$ cat config.mk
export PLATFORM = sky130hd
export DESIGN_NAME = zoom_button_conditioner
export DESIGN_NICKNAME = d
export VERILOG_FILES = /design/src/rtl/zoom_pkg.sv /design/src/rtl/zoom_debounce_channel.sv /design/src/rtl/zoom_button_conditioner.sv
export SDC_FILE = /design/constraint.sdc
export NUM_CORES = 1
export LEC_CHECK = 0
export BUFFER_PORTS_ARGS = -buffer_cell sky130_fd_sc_hd__clkbuf_2
export CAP_MARGIN = 5
export CORE_AREA = 2 2 103 105
export DETAILED_ROUTE_END_ITERATION = 6
export DIE_AREA = 0 0 105 107
export SLEW_MARGIN = 0
export SYNTH_ARGS = -nofsm -noshare
export SYNTH_HDL_FRONTEND = slang
export SYNTH_SLANG_ARGS = --single-unit
$ cat constraint.sdc
create_clock -name CLK -period 2.82 [get_ports CLK]
set_input_delay 0.141 -clock CLK [delete_from_list [all_inputs] [get_ports CLK]]
set_output_delay 0.141 -clock CLK [all_outputs]
set_load 0.02 [all_outputs]
$ cat src/rtl/zoom_pkg.sv
// Shared encodings for the zoom datapath: algorithm select, image state and debounce FSM states.
package zoom_pkg;

   typedef enum logic [1:0] {
      ALG_NN = 2'd0,
      ALG_PR = 2'd1,
      ALG_DC = 2'd2,
      ALG_BA = 2'd3
   } alg_e;

   typedef enum logic [1:0] {
      DEFAULT  = 2'd0,
      ENLARGED = 2'd1,
      REDUCED  = 2'd2
   } img_state_e;

   typedef enum logic [2:0] {
      ARMING      = 3'd0,
      RELEASED    = 3'd1,
      PRESS_CHK   = 3'd2,
      PRESSED     = 3'd3,
      RELEASE_CHK = 3'd4
   } deb_state_e;

endpackage

$ cat src/rtl/zoom_debounce_channel.sv
// One button channel: 2-flop synchronizer, polarity normalisation, debounce FSM and commit strobe.
// With ZOOM_AUTOREPEAT_EN defined, also exports held_c (channel sitting in PRESSED).
module zoom_debounce_channel
   import zoom_pkg::*;
#(
   parameter int unsigned DEBOUNCE_CYCLES = 500000,
   parameter bit          BTN_ACTIVE_LOW  = 1'b1
) (
   input  logic CLK,
   input  logic RESET,
   input  logic key,
   output logic level,
`ifdef ZOOM_AUTOREPEAT_EN
   output logic held_c,
`endif
   output logic commit
);

   localparam int unsigned CW   = $clog2(DEBOUNCE_CYCLES + 1);
   localparam logic [CW-1:0] LAST = CW'(DEBOUNCE_CYCLES - 1);
   localparam logic [CW-1:0] FULL = CW'(DEBOUNCE_CYCLES);

   logic          sync1;
   logic          sync2;
   logic          p;
   logic [CW-1:0] cnt;
   logic [CW-1:0] cnt_inc;
   deb_state_e    state;

   assign p       = sync2 ^ BTN_ACTIVE_LOW;
   assign cnt_inc = (cnt == FULL) ? cnt : cnt + CW'(1);

`ifdef ZOOM_AUTOREPEAT_EN
   assign held_c = (state == PRESSED);
`endif

   // Count is compared against DEBOUNCE_CYCLES-1 because the current sample completes the run.
   always_ff @(posedge CLK) begin
      if (RESET) begin
         sync1  <= BTN_ACTIVE_LOW;
         sync2  <= BTN_ACTIVE_LOW;
         state  <= ARMING;
         cnt    <= '0;
         level  <= 1'b0;
         commit <= 1'b0;
      end else begin
         sync1  <= key;
         sync2  <= sync1;
         commit <= 1'b0;
         case (state)
            ARMING: begin
               if (p) begin
                  cnt <= '0;
               end else if (cnt >= LAST) begin
                  state <= RELEASED;
                  cnt   <= '0;
               end else begin
                  cnt <= cnt_inc;
               end
            end
            RELEASED: begin
               if (p) begin
                  state <= PRESS_CHK;
                  cnt   <= CW'(1);
               end
            end
            PRESS_CHK: begin
               if (!p) begin
                  state <= RELEASED;
                  cnt   <= '0;
               end else if (cnt >= LAST) begin
                  state  <= PRESSED;
                  level  <= 1'b1;
                  commit <= 1'b1;
                  cnt    <= '0;
               end else begin
                  cnt <= cnt_inc;
               end
            end
            PRESSED: begin
               if (!p) begin
                  state <= RELEASE_CHK;
                  cnt   <= CW'(1);
               end
            end
            RELEASE_CHK: begin
               if (p) begin
                  state <= PRESSED;
                  cnt   <= '0;
               end else if (cnt >= LAST) begin
                  state <= RELEASED;
                  level <= 1'b0;
                  cnt   <= '0;
               end else begin
                  cnt <= cnt_inc;
               end
            end
            default: begin
               state <= ARMING;
               level <= 1'b0;
               cnt   <= '0;
            end
         endcase
      end
   end

endmodule

$ cat src/rtl/zoom_button_conditioner.sv
// Conditions the select and zoom buttons into single-cycle pulses with ENABLE gating and collision arbitration.
// Optional select auto-repeat is built when ZOOM_AUTOREPEAT_EN is defined.
module zoom_button_conditioner
   import zoom_pkg::*;
#(
   parameter int unsigned DEBOUNCE_CYCLES = 500000,
   parameter bit          BTN_ACTIVE_LOW  = 1'b1,
   parameter int unsigned REPEAT_DELAY    = 25000000,
   parameter int unsigned REPEAT_PERIOD   = 10000000
) (
   input  logic       CLK,
   input  logic       RESET,
   input  logic       KEY_SELECT,
   input  logic       KEY_ZOOM,
   input  logic       ENABLE,
   output logic       SELECT,
   output logic       zoom_requested,
   output logic [1:0] BTN_LEVEL
);

   if (DEBOUNCE_CYCLES < 2 || REPEAT_DELAY == 0 || REPEAT_PERIOD == 0) begin : g_bad_cfg
      $error("zoom_button_conditioner: illegal parameter set");
   end

   logic lvl_sel;
   logic lvl_zoom;
   logic sel_commit;
   logic zoom_commit;
   logic zoom_pend;
   logic sel_req_c;
   logic sel_fire_c;
   logic zoom_cand_c;

`ifdef ZOOM_AUTOREPEAT_EN
   logic sel_held_c;
`endif

   zoom_debounce_channel #(
      .DEBOUNCE_CYCLES (DEBOUNCE_CYCLES),
      .BTN_ACTIVE_LOW  (BTN_ACTIVE_LOW)
   ) u_sel (
      .CLK    (CLK),
      .RESET  (RESET),
      .key    (KEY_SELECT),
      .level  (lvl_sel),
`ifdef ZOOM_AUTOREPEAT_EN
      .held_c (sel_held_c),
`endif
      .commit (sel_commit)
   );

   zoom_debounce_channel #(
      .DEBOUNCE_CYCLES (DEBOUNCE_CYCLES),
      .BTN_ACTIVE_LOW  (BTN_ACTIVE_LOW)
   ) u_zoom (
      .CLK    (CLK),
      .RESET  (RESET),
      .key    (KEY_ZOOM),
      .level  (lvl_zoom),
`ifdef ZOOM_AUTOREPEAT_EN
      .held_c (),
`endif
      .commit (zoom_commit)
   );

   assign BTN_LEVEL = {lvl_zoom, lvl_sel};

`ifdef ZOOM_AUTOREPEAT_EN
   localparam int unsigned RPT_MAX = (REPEAT_DELAY > REPEAT_PERIOD) ? REPEAT_DELAY : REPEAT_PERIOD;
   localparam int unsigned HW      = $clog2(RPT_MAX + 1);

   logic [HW-1:0] hold_cnt;
   logic          first_rpt;
   logic          rpt_c;

   // hold_cnt is 0 in the commit cycle, so the first repeat lands REPEAT_DELAY cycles after it.
   assign rpt_c = sel_held_c &&
                  (hold_cnt == (first_rpt ? HW'(REPEAT_DELAY) : HW'(REPEAT_PERIOD)));

   always_ff @(posedge CLK) begin
      if (RESET || !sel_held_c) begin
         hold_cnt  <= '0;
         first_rpt <= 1'b1;
      end else if (rpt_c) begin
         hold_cnt  <= HW'(1);
         first_rpt <= 1'b0;
      end else begin
         hold_cnt <= hold_cnt + HW'(1);
      end
   end

   assign sel_req_c = sel_commit | rpt_c;
`else
   assign sel_req_c = sel_commit;
`endif

   assign sel_fire_c  = sel_req_c & ENABLE;
   assign zoom_cand_c = zoom_pend | (zoom_commit & ENABLE);

   // Select wins a same-cycle collision; zoom is parked for one cycle in zoom_pend.
   always_ff @(posedge CLK) begin
      if (RESET) begin
         SELECT         <= 1'b0;
         zoom_requested <= 1'b0;
         zoom_pend      <= 1'b0;
      end else if (sel_fire_c) begin
         SELECT         <= 1'b1;
         zoom_requested <= 1'b0;
         zoom_pend      <= zoom_cand_c;
      end else begin
         SELECT         <= 1'b0;
         zoom_requested <= zoom_cand_c;
         zoom_pend      <= 1'b0;
      end
   end

endmodule

==> reports/metrics.yaml, run 1 <==
r2r_end: "u_sel.cnt[10]"
grtUsageTotal: 0.1101
cts_tree: "done"
vias: 2642
hold_violations: 0
ant_nets: 0
start_kind: "flip-flop"
fin_crit_ps: 2289
combinationalPowerShare: 0.085
p_leak_nw: 1.046
ys_seq_area_frac: 0.3680
ios: 9
whs_endpoint: "u_sel.sync1"
viasPerCell: 5.081
routed_wl_mm: 5.949
clk_pin_slew_ps: 90
grt_pass1_wl_mm: 10.51
max_cap_violations: 0
start_util: 0.2964
cts_resized: 0
h-tree-depth: 2
arrival_ps: 2470
drt_pre_antenna_iters: 4
hold_depth: 2
postLayoutCoreUtil: 0.3196
hpwlAfterDp_mm: 4.066
cts.sink_count: 55
drive_above_1_share: 0.09896
area_delta_synth_final_pct: 7.821
p_clk_frac: 0.324
syn-num-nets: 397
antenna_cells: 0
hold_start: "KEY_SELECT"
post-route-period-util: 0.8115
synth_edf_count: 0
cts_root_buf: "clkbuf_8"
final_area_mm2: 0.003226
avgSynthCellArea_um2: 7.710
yosys_register_bits: 55
antenna_found_initial: 0
rows: 37
fin_skew_ps: 15.62
die_w_um: 105
fmax_ghz: 0.4370
ys_warn_count: 0
power_switching_mw: 0.3675
outcome: "completed"
cts_made_buffers: 5
rsz0062_at_grt: "false"
port-buffer-count: 8
drc: 0
synth.distinct_cells: 53
post-cts-setup-buffers: 0
cellPowerDensity_mw_per_mm2: 431.5
p_seq_frac: 0.591
reg2reg_depth: 7
tightest_slew_ps: 640.4
critPathRequiredTime_ps: 3000
grt_max_degree: 36
drt_iter0_markers: 97
hold_class: "primary input to flip-flop"
setup-tns-final_ps: 0
fillerInstances: 1117
finalNetCount: 392
clkLatencyLatePin_ps: 310
grt_pass1_vias: 2366
fin_ws_ps: 531.4
overflow: 0
die_h_um: 107
maxSlewHeadroom: 0.5691
path_class: "flip-flop to flip-flop"
irDropWorstVdd_v: 0.0002050
switching_share: 0.2641
synthesis.area_mm2: 0.002992
wire_per_inst_um: 11.44
synth_cells: 388
setup_viol: 0
endpoint_kind: "flip-flop"
worstReg2RegStart: "u_sel.cnt[6]"
synthArstFlopShare: 0
power.internal_mw: 1.024
design.core.area_mm2: 0.01009
drv_slew: 0
die_area_mm2: 0.01124
r2r_setup_slack_ps: 530
placed_cell_area_mm2: 0.003124
post-place-ws_ps: 528.1
gp_congestion: 0.7456
synth_top_flop_cell: "dfxtp_1"
clockBufferDepth: 2
crit_fanout: 34
through the flow:
| stage | cells | hold WS [ps] | power [mW] |
|---|---|---|---|
| floorplan | 388 | 244.8 | 0.9300 |
| global placement | 511 | 325.4 | 0.9543 |
| detailed placement | 511 | 329.2 | 0.9570 |
| CTS | 520 | 0.4667 | 1.413 |
| global route | 520 | 10.06 | 1.463 |
| finish | 520 | 15.24 | 1.392 |
Yosys cell counts (5+ instances only):
master / number / area (um2)
o21ai_0: 18 / 90.09
a31oi_1: 23 / 143.9
nand3_1: 27 / 135.1
nor3_1: 15 / 75.07
dfxtp_1: 55 / 1101
or2_2: 6 / 37.54
nor2_1: 30 / 112.6
inv_1: 13 / 48.80
nand4_1: 8 / 50.05
and3_1: 5 / 31.28
nand2_1: 47 / 176.4
clkbuf_1: 18 / 67.56
nand2b_1: 6 / 37.54
or3_1: 6 / 37.54
a21oi_1: 26 / 130.1
layout make-up:
cell class	count	area, um2	area share
tap	136	170.2	0.05275
timing repair buffer	15	95.09	0.02948
sequential	55	1101	0.3414
clock inverter	3	22.52	0.006982
clock buffer	5	68.82	0.02133
inverter	13	48.80	0.01513
multi-input combinational	293	1719	0.5330
worst max-delay path: stages (launching register included):
cell     delay [ps]
dfxtp_1         360
or4_4           560
or4_4           520
a21oi_2         170
nor3_2           60
buf_4           230
or3b_1          190
a31oi_1          70
placed cells by master, fill, tap and decap left out, types with 5 or more instances in the layout:
master / n
a21oi_1: 26
nor3_1: 15
nor2_1: 30
clkbuf_2: 8
buf_4: 6
clkbuf_8: 5
nand3_1: 27
nand2b_1: 6
nand2_1: 47
and3_1: 5
nand4_1: 8
a31oi_1: 23
inv_1: 13
or3_1: 6
o21ai_0: 18
dfxtp_1: 55
or2_2: 6
logic make-up (layout without fill, tap and decap cells):
group / count (synthesis) / in the layout / synth area share
DFF: 55 / 55 / 0.3680
xor gates and xnor gates: 4 / 4 / 0.01171
and+or+nand+nor: 187 / 187 / 0.3317
adders and majority gates: 4 / 4 / 0.01673
muxes: 4 / 4 / 0.01380
AOI/OAI and AO/OA: 94 / 94 / 0.1978
buffers and inverters: 40 / 36 / 0.06022
routing by layer:
layer / vias up / share of wire / GRT usage
li1: 1391 / - / -
met1: 1218 / 0.51 / 0.1396
met2: 28 / 0.45 / 0.1888
met3: 5 / 0.027 / 0.02249
met4: 0 / 0.0094 / 0.03238
met5: - / 0 / 0
sequential cells by signal (all words and copies together), names as in the netlist:
register and cells:
zoom_requested 1, u_sel.sync2 1, u_sel.level 1, u_sel.sync1 1, u_sel.commit 1, SELECT 1
u_sel.cnt 19, u_zoom.level 1, u_zoom.sync2 1, u_sel.state 3, u_zoom.sync1 1, u_zoom.commit 1
u_zoom.state 3, u_zoom.cnt 19, zoom_pend 1
what timing repair did:
| item | 4_1_cts | 5_1_grt |
|---|---|---|
| endpoints found under the setup margin | 0 | 0 |
| hold endpoints to repair | 1 | 0 |
| hold buffers | 1 | 0 |
worst max-delay path by stage:
stage,slack [ps],to,start,cells past startpoint
finish,530,u_sel.cnt[10],u_sel.cnt[6],7
global route,420,u_sel.cnt[12],u_sel.cnt[6],7
CTS,520,u_sel.cnt[12],u_sel.cnt[6],7
detailed placement,530,u_sel.cnt[16],u_sel.cnt[6],7
global placement,560,u_sel.cnt[10],u_sel.cnt[6],7
floorplan,630,u_sel.level,u_sel.cnt[6],6
power by group through the flow:
stage	combinational, mW	sequential, mW	clock, mW
after floorplan	0.0995	0.831	0
after global placement	0.115	0.840	0
after detailed placement	0.117	0.840	0
after CTS	0.119	0.822	0.473
after global routing	0.134	0.826	0.503
final	0.118	0.822	0.451
(Power assumes the default switching activity.)
==> run 2, diff against run 1 <==
==> constraint.sdc (replaced) <==
create_clock -name CLK -period 2 [get_ports CLK]
set_input_delay 0.1 -clock CLK [delete_from_list [all_inputs] [get_ports CLK]]
set_output_delay 0.1 -clock CLK [all_outputs]
set_load 0.02 [all_outputs]
==> run 2 against run 1 <==
- cell count increased by 9.8%
- sequential share of layout area decreased by 5.1 points
- power increased by 47%
- critical endpoint is now u_sel.cnt[9]
- global-route usage increased by 1.3 points
- non-clock buffer count increased by 51
- largest power group unchanged
- register-to-register slack got worse by 650 ps
- flip-flop and latch count unchanged
- final area increased by 19%
- clock skew decreased by 3.3 ps
- clock power increased by 36%
- critical path depth increased by 1
- the run now ends with setup timing left
==> reports/metrics.yaml, run 2 (same netlist as run 1, synthesis figures left out) <==
dp.cells: 554  # was 511
arrival_ps: 2300  # was 2470 ps
setup-tns-final_ps: -1323  # was 0 ps
path_class: "flip-flop to flip-flop"  # unchanged
max_cap_violations: 0  # unchanged
final_cell_mix: "nand2_1 (46), buf_4 (46), dfxtp_1 (43)"  # was dfxtp_1 (55), nand2_1 (47), nor2_1 (30)
fin_ws_ps: -114.9  # was 531.4 ps
postLayoutCoreUtil: 0.3804  # was 0.3196
routed_wl_mm: 7.199  # was 5.949 mm
violations: "setup timing"
crit_fanout: 4  # was 34
cts.sink_count: 55  # unchanged
ios: 9  # unchanged
outcome: "complete, but fails checks"  # was completed
power.total_mw: 2.039  # was 1.392 mW
critPathRequiredTime_ps: 2190  # was 3000 ps
h-tree-depth: 2  # unchanged
die_w_um: 105  # unchanged
r2r_setup_slack_ps: -110  # was 530 ps
crit_chain: "or4_4, or4_4, a21oi_4, nor3_4, buf_6, buf_6, a21oi_1, a211oi_2"  # was or4_4, or4_4, a21oi_2, nor3_2, buf_4, or3b_1, a31oi_1
port-buffer-count: 8  # unchanged
grtUsageTotal: 0.1235  # was 0.1101
cellPowerDensity_mw_per_mm2: 531.2  # was 431.5 mW/mm2
antenna_found_initial: 0  # unchanged
endpoint_kind: "flip-flop"  # unchanged
drc: 0  # unchanged
start_util: 0.2964  # unchanged
rows: 37  # unchanged
area_delta_synth_final_pct: 28.31  # was 7.821%
post-route-period-util: 1.057  # was 0.8115
clkLatencyLatePin_ps: 310  # about the same
tightest_slew_ps: 437.9  # was 640.4 ps
hold_class: "primary input to flip-flop"  # unchanged
setup_viol: 30  # was 0
fmax_ghz: 0.4728  # was 0.4370 GHz
hpwlAfterDp_mm: 4.712  # was 4.066 mm
clk_pin_slew_ps: 100  # was 90 ps
grt_pass1_vias: 2550  # was 2,366
die_h_um: 107  # unchanged
ant_nets: 0  # unchanged
cts_root_buf: "clkbuf_8"  # unchanged
die_area_mm2: 0.01124  # unchanged
wire_per_inst_um: 12.61  # was 11.44 um
rsz0062_at_grt: "true"  # was false
cts_made_buffers: 5  # unchanged
viasPerCell: 5.117  # was 5.081
fin_crit_ps: 2115  # was 2289 ps
maxSlewHeadroom: 0.7054  # was 0.5691
critPathMaxStageDelay_ps: 530  # was 560 ps
cts_tree: "done"  # unchanged
fin_skew_ps: 12.35  # was 15.62 ps
finalNetCount: 443  # was 392
top_regs: "u_sel.cnt x19, u_zoom.cnt x19"  # unchanged
drt_iter0_markers: 123  # was 97
slowest_stage: "or4_4"  # unchanged
grt_pass1_wl_mm: 11.62  # was 10.51 mm
design.core.area_mm2: 0.01009  # unchanged
start_kind: "flip-flop"  # unchanged
vias: 2922  # was 2,642
drv_slew: 0  # unchanged
drt_pre_antenna_iters: 4  # unchanged
p_leak_nw: 1.347  # was 1.046 nW
grt_max_degree: 37  # was 36
drive_above_1_share: 0.3034  # was 0.09896
post-place-ws_ps: -88.02  # was 528.1 ps
instances_no_fill: 571  # was 520
gp_congestion: 0.7794  # was 0.7456
clockBufferDepth: 2  # unchanged
antenna_cells: 0  # unchanged
irDropWorstVdd_v: 0.0002794  # was 0.0002050 V
overflow: 0  # unchanged
hold_violations: 0  # unchanged
run 2: changes by cell type in the layout (fill, tap and decap cells not counted), sizes merged:
cell,before,now
buf,6,55
clkbuf,13,15
clkinv,2,1
clkinvlp,0,1
dlygate4sd3,1,2
inv,14,13
run 2: per-stage QoR:
| step | hold WS, ps | cell area [um2] |
|---|---|---|
| after floorplan | 203.8 | 3004 |
| after global placement | 281.2 | 3470 |
| after detailed placement | 286.7 | 3470 |
| after CTS | 30.69 | 3601 |
| after global routing | 45.71 | 3839 |
| final | 46.14 | 3839 |
run 2: metal layers:
| metal | GRT usage | vias to the layer above | wire, um |
|---|---|---|---|
| met5 | 0 | - | 0 |
| met4 | 0.03238 | 0 | 58 |
| met3 | 0.02188 | 6 | 137 |
| met2 | 0.2147 | 40 | 3621 |
| met1 | 0.1580 | 1387 | 3381 |
| li1 | - | 1489 | - |
run 2: worst max-delay path, delay by kind of cell, from the launching register on:
kind | cells | cell delay (ps)
compound gates | 3 | 380
buf+inv | 2 | 250
flops | 1 | 330
simple gates | 3 | 1040
run 2: report_power, final:
part | leakage (nW) | internal (mW) | switching [mW] | total [mW]
Combinational | 0.855 | 0.134 | 0.139 | 0.273
Sequential | 0.451 | 1.12 | 0.0296 | 1.15
Clock | 0.0412 | 0.246 | 0.366 | 0.612
run 2: final cells by class:
cell class | count | area (um2)
fillers | 1062 | 6254
inverters | 13 | 48.80
multi-input cells | 293 | 1874
repair buffers | 66 | 544.3
clock inverters | 2 | 12.51
flip-flops and latches | 55 | 1116
clock buffers | 6 | 72.57
well taps | 136 | 170.2
run 2: final timing paths:
kind,startpoint,to,depth (start not counted)
max,u_sel.cnt[6],u_sel.cnt[9],8
min,ENABLE,SELECT,3
max reg2reg,u_sel.cnt[6],u_sel.cnt[9],8
min reg2reg,u_zoom.sync1,u_zoom.sync2,1
run 2: repair_timing:
item                       4_1_cts  5_1_grt
hold endpoints to repair         2        0
setup buffers                    0        4
hold buffers                     2        0
pin swaps                        2       11
setup endpoints to repair       28       38
resized for setup                7       58
gates cloned                     1        2
==> run 3, diff against run 2 <==
==> constraint.sdc (replaced) <==
create_clock -name CLK -period 2.6 [get_ports CLK]
set_input_delay 0.13 -clock CLK [delete_from_list [all_inputs] [get_ports CLK]]
set_output_delay 0.13 -clock CLK [all_outputs]
set_load 0.02 [all_outputs]
==> run 3 against run 2 <==
- the flow now finishes without violations
- final area down 16%
- die area did not move
- via count decreased by 8.7%
- critical path type unchanged
- critical endpoint is now u_sel.cnt[10]
- largest cell class unchanged
- largest power group unchanged
==> reports/metrics.yaml, run 3 (same netlist as run 1, synthesis figures left out) <==
outcome: "completed"  # was complete, but fails checks
endpoint_kind: "flip-flop"  # unchanged
cts.sink_count: 55  # unchanged
setup-tns-final_ps: 0  # was -1323 ps
cts_root_buf: "clkbuf_8"  # unchanged
design.core.area_mm2: 0.01009  # unchanged
rsz0062_at_grt: "false"  # was true
fin_skew_ps: 13.96  # was 12.35 ps
tightest_slew_ps: 620.0  # was 437.9 ps
clockBufferDepth: 2  # unchanged
ant_nets: 0  # unchanged
hold_ws_ps: 55.19  # was 46.14 ps
antenna_found_initial: 0  # unchanged
grt_pass1_wl_mm: 10.99  # was 11.62 mm
overflow: 0  # unchanged
post-route-period-util: 0.8891  # was 1.057
setup_viol: 0  # was 30
start_util: 0.2964  # unchanged
grtUsageMet1: 0.1468  # was 0.1580
vias: 2669  # was 2,922
die_w_um: 105  # unchanged
fin_ws_ps: 288.3  # was -114.9 ps
final_cell_mix: "dfxtp_1 (55), nand2_1 (47), nor2_1 (30)"  # was nand2_1 (46), buf_4 (46), dfxtp_1 (43)
drt_pre_antenna_iters: 4  # unchanged
gp_congestion: 0.7571  # was 0.7794
p_leak_nw: 1.049  # was 1.347 nW
cts_resized: 0  # was 7
post-place-ws_ps: 295.3  # was -88.02 ps
h-tree-depth: 2  # unchanged
finalNetCount: 394  # was 443
p_clk_frac: 0.325  # was 0.300
arrival_ps: 2500  # was 2300 ps
hold_buffers: 2  # unchanged
crit_fanout: 34  # was 4
final_area_mm2: 0.003241  # was 0.003839 mm2
power_switching_mw: 0.4022  # was 0.5354 mW
viasPerCell: 5.113  # was 5.117
fmax_ghz: 0.4326  # was 0.4728 GHz
die_h_um: 107  # unchanged
port-buffer-count: 8  # unchanged
use_met3: 0.02310  # was 0.02188
area_delta_synth_final_pct: 8.323  # was 28.31%
critPathRequiredTime_ps: 2790  # was 2190 ps
drive_above_1_share: 0.09845  # was 0.3034
dp.cells: 512  # was 554
cellPowerDensity_mw_per_mm2: 467.4  # was 531.2 mW/mm2
grt_pass1_vias: 2517  # was 2,550
grtUsageTotal: 0.1154  # was 0.1235
clk_pin_slew_ps: 110  # was 100 ps
drt_iter0_markers: 174  # was 123
cts_tree: "done"  # unchanged
instances_no_fill: 522  # was 571
cts_made_buffers: 5  # unchanged
use_met2: 0.1943  # was 0.2147
hpwlAfterDp_mm: 4.112  # was 4.712 mm
switching_share: 0.2655  # was 0.2626
rows: 37  # unchanged
irDropWorstVdd_v: 0.0002327  # was 0.0002794 V
fin_crit_ps: 2312  # was 2115 ps
hold_class: "primary input to flip-flop"  # unchanged
mostFrequentLayoutCell: "dfxtp_1"
top_regs: "u_sel.cnt x19, u_zoom.cnt x19"  # unchanged
drv_slew: 0  # unchanged
grt_busiest_layer: "met2"  # unchanged
path_class: "flip-flop to flip-flop"  # unchanged
placed_cell_area_mm2: 0.003132  # was 0.003470 mm2
p_seq_frac: 0.589  # was 0.566
hold_violations: 0  # unchanged
ios: 9  # unchanged
clkLatencyLatePin_ps: 320  # was 310 ps
die_area_mm2: 0.01124  # unchanged
post-cts-setup-buffers: 0  # unchanged
wire_per_inst_um: 11.94  # was 12.61 um
combinationalPowerShare: 0.086  # was 0.134
fillerInstances: 1123  # was 1,062
max_cap_violations: 0  # unchanged
maxSlewHeadroom: 0.5829  # was 0.7054
drc: 0  # unchanged
antenna_cells: 0  # unchanged
power.internal_mw: 1.112  # was 1.504 mW
grt_max_degree: 36  # was 37
routed_wl_mm: 6.231  # was 7.199 mm
start_kind: "flip-flop"  # unchanged
-- run 3: per-stage QoR --
stage | utilization | power (mW)
floorplan | - | 1.009
global placement | 0.3103 | 1.035
detailed placement | 0.3103 | 1.039
CTS | 0.3211 | 1.536
global route | 0.3211 | 1.584
finish | 0.3211 | 1.515
-- run 3: worst paths after layout --
| check | start | end | slack (ps) | depth (start not counted) |
|---|---|---|---|---|
| worst max-delay path | u_sel.cnt[6] | u_sel.cnt[10] | 290 | 7 |
| worst min-delay path | ENABLE | SELECT | 60 | 3 |
| worst max register to register | u_sel.cnt[6] | u_sel.cnt[10] | 290 | 7 |
| worst min register to register | u_sel.sync1 | u_sel.sync2 | 420 | 1 |
-- run 3: metal layers --
layer,vias to the layer above,wire (um)
li1,1393,-
met1,1244,3194
met2,23,2801
met3,9,131
met4,0,104
met5,-,0
-- run 3: area by class of cell --
cell class | instances | area (um2) | share of cell area
clock buffers | 6 | 72.57 | 0.02239
clock inverters | 2 | 16.27 | 0.005019
inverters | 13 | 48.80 | 0.01506
multi-input cells | 293 | 1719 | 0.5305
flip-flops and latches | 55 | 1101 | 0.3398
well taps | 136 | 170.2 | 0.05251
repair buffers | 17 | 112.6 | 0.03475
-- run 3: worst max-delay path, cell delays in order, from the launching register on --
cell     delay (ps)
dfxtp_1         360
or4_4           560
or4_4           520
a21oi_2         160
nor3_2           60
buf_4           230
or3b_1          200
a31oi_1          70
-- run 3: power by group through the flow --
stage	logic (mW)	registers (mW)	clock network (mW)
after CTS	0.130	0.892	0.514
after global routing	0.148	0.897	0.538
after global placement	0.125	0.910	0
after detailed placement	0.127	0.911	0
final	0.130	0.892	0.492
after floorplan	0.108	0.901	0
